<file path="config.mk">
export PLATFORM = sky130hd
export DESIGN_NAME = riscv_soft_decode_stage
export DESIGN_NICKNAME = d
export VERILOG_FILES = /design/src/rtl/riscv_soft_decode_stage_pkg.sv /design/src/rtl/riscv_soft_decode_stage_imm_sel_decode.sv /design/src/rtl/riscv_soft_decode_stage.sv
export SDC_FILE = /design/constraint.sdc
export NUM_CORES = 1
export LEC_CHECK = 0
export CORE_ASPECT_RATIO = 1.4
export CORE_UTILIZATION = 50
export DETAILED_ROUTE_END_ITERATION = 6
export PLACE_DENSITY_LB_ADDON = 0.15
export RECOVER_POWER = 25
export SYNTH_ARGS = -nofsm -noshare
export SYNTH_HDL_FRONTEND = slang
export SYNTH_SLANG_ARGS = --single-unit
</file>
<file path="constraint.sdc">
create_clock -name clk -period 2.28 [get_ports clk]
set_input_delay 0.456 -clock clk [delete_from_list [all_inputs] [get_ports clk]]
set_output_delay 0.456 -clock clk [all_outputs]
set_load 0.01 [all_outputs]
</file>
<file path="src/rtl/riscv_soft_decode_stage_pkg.sv">
// Shared constants for the IF->ID decode stage: immediate-format selects, opcodes,
// reset NOP and the buffer occupancy states.
package riscv_soft_decode_stage_pkg;

   localparam logic [2:0] IMM_I = 3'd0;
   localparam logic [2:0] IMM_S = 3'd1;
   localparam logic [2:0] IMM_B = 3'd2;
   localparam logic [2:0] IMM_U = 3'd3;
   localparam logic [2:0] IMM_J = 3'd4;

   localparam logic [6:0] OPCODE_LOAD     = 7'b0000011;
   localparam logic [6:0] OPCODE_MISC_MEM = 7'b0001111;
   localparam logic [6:0] OPCODE_OP_IMM   = 7'b0010011;
   localparam logic [6:0] OPCODE_AUIPC    = 7'b0010111;
   localparam logic [6:0] OPCODE_STORE    = 7'b0100011;
   localparam logic [6:0] OPCODE_OP       = 7'b0110011;
   localparam logic [6:0] OPCODE_LUI      = 7'b0110111;
   localparam logic [6:0] OPCODE_BRANCH   = 7'b1100011;
   localparam logic [6:0] OPCODE_JALR     = 7'b1100111;
   localparam logic [6:0] OPCODE_JAL      = 7'b1101111;
   localparam logic [6:0] OPCODE_SYSTEM   = 7'b1110011;

   localparam logic [31:0] INST_NOP = 32'h0000_0013;

   // Encoding is {main_valid, skid_valid}; 2'b01 can never occur.
   typedef enum logic [1:0] {
      ST_EMPTY = 2'b00,
      ST_ONE   = 2'b10,
      ST_FULL  = 2'b11
   } stage_state_t;

endpackage

</file>
<file path="src/rtl/riscv_soft_decode_stage_imm_sel_decode.sv">
// Combinational opcode decode: picks the immediate format for an instruction and
// flags opcodes that are not in the decode table.
module riscv_soft_imm_sel_decode
   import riscv_soft_decode_stage_pkg::*;
(
   input  logic [31:0] inst,
   output logic [2:0]  imm_sel,
   output logic        illegal
);

   logic [6:0] opcode;
   logic       unused_inst_hi;

   assign opcode         = inst[6:0];
   assign unused_inst_hi = ^inst[31:7];

   // Every table opcode ends in 2'b11, so compressed encodings fall into default.
   always_comb begin
      imm_sel = IMM_I;
      illegal = 1'b0;
      case (opcode)
         OPCODE_OP_IMM, OPCODE_LOAD, OPCODE_JALR,
         OPCODE_SYSTEM, OPCODE_MISC_MEM, OPCODE_OP: imm_sel = IMM_I;
         OPCODE_STORE:                              imm_sel = IMM_S;
         OPCODE_BRANCH:                             imm_sel = IMM_B;
         OPCODE_LUI, OPCODE_AUIPC:                  imm_sel = IMM_U;
         OPCODE_JAL:                                imm_sel = IMM_J;
         default:                                   illegal = 1'b1;
      endcase
   end

endmodule

</file>
<file path="src/rtl/riscv_soft_decode_stage.sv">
// IF->ID boundary: 2-entry skid buffer carrying {inst, pc, imm_sel, illegal} with
// fully registered id_* outputs, 1 inst/cycle throughput and flush.
module riscv_soft_decode_stage
   import riscv_soft_decode_stage_pkg::*;
#(
   parameter int XPR_LEN = 32
) (
   input  logic               clk,
   input  logic               reset_n,
   input  logic               if_valid,
   output logic               if_ready,
   input  logic [31:0]        if_inst,
   input  logic [XPR_LEN-1:0] if_pc,
   input  logic               flush,
   output logic               id_valid,
   input  logic               id_ready,
   output logic [31:0]        id_inst,
   output logic [XPR_LEN-1:0] id_pc,
   output logic [2:0]         id_imm_sel,
   output logic               id_illegal
);

   logic [2:0] in_imm_sel;
   logic       in_illegal;

   riscv_soft_imm_sel_decode u_imm_sel_decode (
      .inst    (if_inst),
      .imm_sel (in_imm_sel),
      .illegal (in_illegal)
   );

   stage_state_t state_reg;
   stage_state_t state_next;
   logic         load_main_in;
   logic         load_main_skid;
   logic         load_skid;
   logic         if_accept;
   logic         id_release;

   logic [31:0]        main_inst_reg;
   logic [XPR_LEN-1:0] main_pc_reg;
   logic [2:0]         main_imm_sel_reg;
   logic               main_illegal_reg;
   logic [31:0]        skid_inst_reg;
   logic [XPR_LEN-1:0] skid_pc_reg;
   logic [2:0]         skid_imm_sel_reg;
   logic               skid_illegal_reg;

   // if_ready depends on state only, keeping fetch free of any downstream comb path.
   assign if_ready   = (state_reg != ST_FULL);
   assign id_valid   = (state_reg != ST_EMPTY);
   assign if_accept  = if_valid & if_ready;
   assign id_release = id_valid & id_ready;

   always_ff @(posedge clk or negedge reset_n) begin
      if (!reset_n) begin
         state_reg <= ST_EMPTY;
      end else begin
         state_reg <= state_next;
      end
   end

   always_comb begin
      state_next     = state_reg;
      load_main_in   = 1'b0;
      load_main_skid = 1'b0;
      load_skid      = 1'b0;
      if (flush) begin
         state_next = ST_EMPTY;
      end else begin
         case (state_reg)
            ST_EMPTY: begin
               if (if_accept) begin
                  state_next   = ST_ONE;
                  load_main_in = 1'b1;
               end
            end
            ST_ONE: begin
               if (if_accept && id_release) begin
                  load_main_in = 1'b1;
               end else if (if_accept) begin
                  state_next = ST_FULL;
                  load_skid  = 1'b1;
               end else if (id_release) begin
                  state_next = ST_EMPTY;
               end
            end
            ST_FULL: begin
               if (id_release) begin
                  state_next     = ST_ONE;
                  load_main_skid = 1'b1;
               end
            end
            default: state_next = ST_EMPTY;
         endcase
      end
   end

   always_ff @(posedge clk or negedge reset_n) begin
      if (!reset_n) begin
         main_inst_reg    <= INST_NOP;
         main_pc_reg      <= '0;
         main_imm_sel_reg <= IMM_I;
         main_illegal_reg <= 1'b0;
         skid_inst_reg    <= INST_NOP;
         skid_pc_reg      <= '0;
         skid_imm_sel_reg <= IMM_I;
         skid_illegal_reg <= 1'b0;
      end else begin
         if (load_skid) begin
            skid_inst_reg    <= if_inst;
            skid_pc_reg      <= if_pc;
            skid_imm_sel_reg <= in_imm_sel;
            skid_illegal_reg <= in_illegal;
         end
         if (load_main_in) begin
            main_inst_reg    <= if_inst;
            main_pc_reg      <= if_pc;
            main_imm_sel_reg <= in_imm_sel;
            main_illegal_reg <= in_illegal;
         end else if (load_main_skid) begin
            main_inst_reg    <= skid_inst_reg;
            main_pc_reg      <= skid_pc_reg;
            main_imm_sel_reg <= skid_imm_sel_reg;
            main_illegal_reg <= skid_illegal_reg;
         end
      end
   end

   assign id_inst    = main_inst_reg;
   assign id_pc      = main_pc_reg;
   assign id_imm_sel = main_imm_sel_reg;
   assign id_illegal = main_illegal_reg;

endmodule

</file>
==> metrics.md, run 1 <==
| Metric | Value |
|---|---|
| Footprint of the multi-input gates | 2220 um^2 |
| DRC | 0 |
| Final WS setup | 0.0727 ns |
| Top cells by count, synth | dfrtp_1 (132), mux2_1 (71), nor2b_1 (67), a221o_1 (64), buf_2 (20) |
| Fillcell total | 824 |
| Grt ovf | 0 |
| Rel. slew slack | 0.0516 |
| Syn_area_per_cell | 14.1 um^2 |
| Outcome | finished clean |
| Wire length per cell | 18.3 um |
| FFs w/ async S/R, synth | 1.00 |
| Port-buffer cells | 138 |
| Number of diodes | 0 |
| Area leader, netlist | dfrtp_1 |
| TritonCTS Buffers | 17 |
| Hold crit path type | in -> async |
| Die H | 131 um |
| Cells after Synth | 420 |
| R2r startpoint | state_reg[1]$_DFFE_PN0P_ |
| Number of synthesized flops with an enable pin | 0 |
| R2R cell count | 10 |
| Setup TNS | 0 ns |
| Post-Syn Area | 5940 um^2 |
| Register area | 3460 um^2 |
| Post-synthesis cell type count | 34 |
| Minimum clock period | 2.21 ns |
| CTS HTree Levels | 4 |
| Final hold slack | 0.374 ns |
| Global-route wire length before repair | 21,900 um |
| Routed Antenna Nets | 0 |
| Die area | 12,300 um^2 |
| Clock-pin slew on the worst setup and hold paths | 0.06 ns |
| Initial Util | 0.519 |
| Final Max Slew Viols | 0 |
| Drt pass-1 iters | 4 |
| Final hold violation count | 0 |
| Max Clock Skew | 0.00800 ns |
| Hold-fix buffers, CTS | 0 |
| Initial drt markers | 150 |
| Layout cells sized above 1 | 0.121 |
| Max_cap viols | 0 |
| FF+latch count, synth | 138 |
| Worst VDD drop | 0.613 mV |
| TritonCTS clock tree | built |
| Tcrit/Tclk final | 0.968 |
| Slew @ Worst Pin | 1.42 ns |
| Fmax | 453 MHz |
| CTS Buffer Depth | 2 |
| Crit end category | output pin |
| TritonCTS Sinks | 138 |
| Area grow syn2layout | 37.2% |
| Setup CP Type | reg -> out |
| Num ports | 139 |
| Number of global-route vias before repair | 4,360 |
| Final Wtd Congestion | 0.748 |
| Yosys warnings | 0 |
| Worst path required time | 1.82 ns |
| Final setup fails | 0 |
| Clock latency on the worst-skew pair | 0.41 ns |
| Post-synth top area share | 0.556 |
| Worst R2R End | id_inst[19]$_DFFE_PN0P_ |
| DPL Wire Length | 8920 um |
| Reg-to-reg slack, setup | 0.10 ns |
| Top post-synthesis cells by area | dfrtp_1 (56%), mux2_1 (13%), a221o_1 (11%) |
| Initial antenna violation count | 0 |
| Vias per cell | 5.68 |
| Root Driver | clkbuf_16 |
| Top-count cell post-synth | dfrtp_1 |
| Top FF cell, synth | dfrtp_1 |
| Gr usage total | 0.234 |
| FP Rows | 46 |
| Core area | 11,500 um^2 |
| Width of the die | 94.1 um |
| Crit Path Max Fanout | 3 |
| RSZ-0062 raised after global routing | no |
| Setup WS pre-CTS | -0.00758 ns |
| Largest net degree at the start of global routing | 57 |
| Post-Syn Nets | 494 |
| Worst setup SP type | register |
| Seq/Total Area, Yosys | 0.583 |
| DRT Wirelength | 13,400 um |
| Leakage | 0.00354 uW |
| Critical Path AT | 1.75 ns |
| PD cells | 1280 nW/um^2 |
| Final #Nets | 647 |
| Vias | 4,147 |
## where the power goes
group / switching [uW] / internal [uW] / leakage (uW) / total [uW]
clock: 1020 / 1660 / 0.000290 / 2680
sequential: 657 / 3630 / 0.00169 / 4290
combinational: 1330 / 2100 / 0.00156 / 3430
total: 3000 / 7400 / 0.00354 / 10400
## timing repair
action | in CTS | in global routing
cloned | 0 | 0
endpoints found under the setup margin | 1 | 4
gates resized for setup | 0 | 1
setup buffers | 4 | 1
## placed cells by master (no fill, tap or decap), types with 6 or more instances in the layout
cell type,synthesis,routed
a221o_1,64,64
clkinv_2,0,6
mux2_1,71,71
buf_4,1,16
clkbuf_16,0,17
buf_12,7,9
clkdlybuf4s50_1,0,136
nand2_1,6,6
dfstp_2,6,6
nor2b_1,67,67
dfrtp_1,132,132
## worst max-delay path by stage
stage / from / to / slack (ns) / cells after the start
2_1_floorplan: state_reg[0]$_DFFE_PN0P_ / id_illegal$_DFFE_PN0P_ / 0.43 / 8
4_1_cts: state_reg[0]$_DFFE_PN0P_ / if_ready / 0.06 / 4
6_report: state_reg[1]$_DFFE_PN0P_ / if_ready / 0.07 / 4
3_5_place_dp: flush / id_imm_sel[0]$_DFFE_PN0P_ / -0.008 / 5
5_1_grt: state_reg[0]$_DFFE_PN0P_ / if_ready / 0.006 / 4
3_3_place_gp: flush / id_pc[0]$_DFFE_PN0P_ / 0.02 / 6
## critical path, cell delays in order (launching register included)
cell and delay [ns]:
dfrtp_1 0.40, buf_4 0.15, ha_1 0.21, inv_1 0.06, clkdlybuf4s50_1 0.52
## layer usage
| layer | routed length, um | part of all wire | GRT usage |
|---|---|---|---|
| met2 | 6850 | 0.51 | 0.387 |
| met4 | 162 | 0.012 | 0.0769 |
| met3 | 581 | 0.044 | 0.0642 |
| met1 | 5760 | 0.43 | 0.297 |
| met5 | 0 | 0 | 0 |
## layout make-up
cell class / instances / share of cell area
Clock buffer: 20 / 0.0561
Clock inverter: 12 / 0.0152
Inverter: 5 / 0.00230
Multi-Input combinational cell: 247 / 0.272
Sequential cell: 138 / 0.425
Tap cell: 144 / 0.0221
Timing Repair Buffer: 164 / 0.207
## cell families after synthesis
logic type      synth area share
compound gates             0.127
mux                        0.140
flops                      0.583
simple gates              0.0937
buf+inv                   0.0461
fa+ha+maj                 0.0105
## through the flow
stage	total power [uW]	instance area, um^2	util	std cells
floorplan	5950	5940	-	420
global placement	7540	7530	0.658	693
detailed placement	7720	7530	0.658	693
CTS	10500	8140	0.711	729
global route	11000	8150	0.711	730
finish	10400	8150	0.711	730
No activity file was read; power rests on OpenSTA's default activity.
==> inputs of run 2 (changes only) <==
--- a/config.mk
+++ b/config.mk
@@ -8,6 +8,7 @@
 export CORE_ASPECT_RATIO = 1.4
 export CORE_UTILIZATION = 50
 export DETAILED_ROUTE_END_ITERATION = 6
+export GPL_TIMING_DRIVEN = 0
 export PLACE_DENSITY_LB_ADDON = 0.15
 export RECOVER_POWER = 25
 export SYNTH_ARGS = -nofsm -noshare
==> run 2 against run 1 <==
The run now ends with capacitance limit, slew limit left. Routed wire length grew 0.37%. Utilization is the same. First-iteration DRC count shrank 12%. Critical path depth is the same. Combinational power is essentially flat. Sequential power is essentially flat. Clock-buffer cell count grew 2. Via count grew 0.65%. Critical path type unchanged. Largest cell class unchanged.
==> metrics.md, run 2 (synthesized netlist as in run 1, its figures left out) <==
| Metric | Value |
|---|---|
| Leakage | 0.00353 uW |
| Setup CP Type | reg -> out |
| Rel. slew slack | -0.120 |
| Vias | 4,174 |
| Failing checks | capacitance limit, slew limit |
| CTS HTree Levels | 4 |
| CTS Buffer Depth | 2 |
| DRT Wirelength | 13,400 um |
| Crit end category | output pin |
| Gr usage total | 0.231 |
| Critical Path AT | 1.77 ns |
| Setup WS pre-CTS | -0.138 ns |
| Grt ovf | 0 |
| DPL Wire Length | 9340 um |
| Global-route wire length before repair | 21,600 um |
| TritonCTS Buffers | 17 |
| Core area | 11,500 um^2 |
| Final hold violation count | 0 |
| Clock-pin slew on the worst setup and hold paths | 0.06 ns |
| Die area | 12,300 um^2 |
| RSZ-0062 raised after global routing | no |
| Die H | 131 um |
| Initial antenna violation count | 0 |
| Reg-to-reg slack, setup | 0.10 ns |
| Worst setup SP type | register |
| Number of diodes | 0 |
| Clock latency on the worst-skew pair | 0.41 ns |
| Max_cap viols | 1 |
| Final Max Slew Viols | 70 |
| Drt pass-1 iters | 4 |
| Outcome | finished, violations left |
| TritonCTS Sinks | 138 |
| Fmax | 449 MHz |
| Worst VDD drop | 0.687 mV |
| Fillcell total | 815 |
| Final #Nets | 657 |
| Initial drt markers | 132 |
| Crit Path Max Fanout | 5 |
| Largest net degree at the start of global routing | 71 |
| Most frequent cells in the layout | clkdlybuf4s50_1 (136), dfrtp_1 (132), mux2_1 (71) |
| Tcrit/Tclk final | 0.977 |
| DRC | 0 |
| TritonCTS clock tree | built |
| Vias per cell | 5.64 |
| Num ports | 139 |
| PD cells | 1290 nW/um^2 |
| Final hold slack | 0.476 ns |
| Number of global-route vias before repair | 4,328 |
| Initial Util | 0.519 |
| Wire length per cell | 18.1 um |
| Area grow syn2layout | 37.2% |
| Minimum clock period | 2.23 ns |
| Commonest non-fill, non-tap cell in the layout | clkdlybuf4s50_1 |
| Root Driver | clkbuf_16 |
| Total power | 10,500 uW |
| Worst path required time | 1.82 ns |
| Final Wtd Congestion | 0.730 |
| Slew @ Worst Pin | 1.68 ns |
| Final WS setup | 0.0518 ns |
| Final setup fails | 0 |
| Setup TNS | 0 ns |
| Layout cells sized above 1 | 0.131 |
| Max Clock Skew | 0.00691 ns |
| FP Rows | 46 |
| Port-buffer cells | 138 |
| Routed Antenna Nets | 0 |
| Hold crit path type | in -> async |
| Width of the die | 94.1 um |
[run 2: cell count changes in the layout (fill, tap and decap cells not counted), sizes merged]
cell / change
buf: +9
clkinv: -4
clkbuf: +3
clkinvlp: +2
[run 2: per-layer routing]
| metal | GRT usage | vias up | wire length (um) |
|---|---|---|---|
| li1 | - | 1885 | - |
| met1 | 0.270 | 2160 | 5430 |
| met2 | 0.410 | 110 | 7170 |
| met3 | 0.0573 | 19 | 620 |
| met4 | 0.0851 | 0 | 175 |
| met5 | 0 | - | 0 |
[run 2: final timing paths]
kind | from | endpoint | cells after the start
max | state_reg[0]$_DFFE_PN0P_ | if_ready | 4
max in group asynchronous | reset_n | skid_pc_reg[6]$_DFFE_PN0P_ | 2
min in group clk | skid_imm_sel_reg[2]$_DFFE_PN0P_ | skid_imm_sel_reg[2]$_DFFE_PN0P_ | 2
max reg2reg | state_reg[0]$_DFFE_PN0P_ | id_inst[11]$_DFFE_PN0P_ | 8
min | reset_n | id_inst[8]$_DFFE_PN0P_ | 1
min reg2reg | skid_imm_sel_reg[2]$_DFFE_PN0P_ | skid_imm_sel_reg[2]$_DFFE_PN0P_ | 2
[run 2: where the power goes]
group	internal, uW	switching [uW]	leakage [uW]
registers	3630	658	0.00169
clock network	1730	1020	0.000289
logic	2110	1320	0.00156
total	7470	3000	0.00353
[run 2: stage by stage]
| stage | util | cell area [um^2] | cells |
|---|---|---|---|
| after floorplan | - | 5940 | 420 |
| after global placement | 0.655 | 7500 | 702 |
| after detailed placement | 0.657 | 7530 | 703 |
| after CTS | 0.710 | 8130 | 735 |
| after global routing | 0.711 | 8150 | 740 |
| final | 0.711 | 8150 | 740 |
[run 2: layout make-up]
type	instances	area, um^2	share of cell area
Sequential cell	138	3460	0.425
Multi-Input combinational cell	247	2200	0.271
Timing Repair Buffer	144	1430	0.175
Clock buffer	22	484	0.0594
Buffer	30	255	0.0313
Tap cell	144	180	0.0221
Clock inverter	10	115	0.0141
Inverter	5	18.8	0.00230
[run 2: critical path, stage by stage, from the launching register on]
cell and delay (ns):
dfrtp_1 0.41, buf_4 0.15, ha_1 0.22, inv_1 0.06, clkdlybuf4s50_1 0.52
[run 2: repair_timing]
action,CTS,global route
endpoints found under the setup margin,0,6
buffers inserted,0,5
hold buffers,0,0
gates resized for setup,0,1
==> inputs of run 3 (changes only) <==
--- a/config.mk
+++ b/config.mk
@@ -5,6 +5,7 @@
 export SDC_FILE = /design/constraint.sdc
 export NUM_CORES = 1
 export LEC_CHECK = 0
+export CAP_MARGIN = 10
 export CORE_ASPECT_RATIO = 1.4
 export CORE_UTILIZATION = 50
 export DETAILED_ROUTE_END_ITERATION = 6
==> results of run 3 <==
Same layout as run 2: the final DEF is identical, and so are final timing and power.
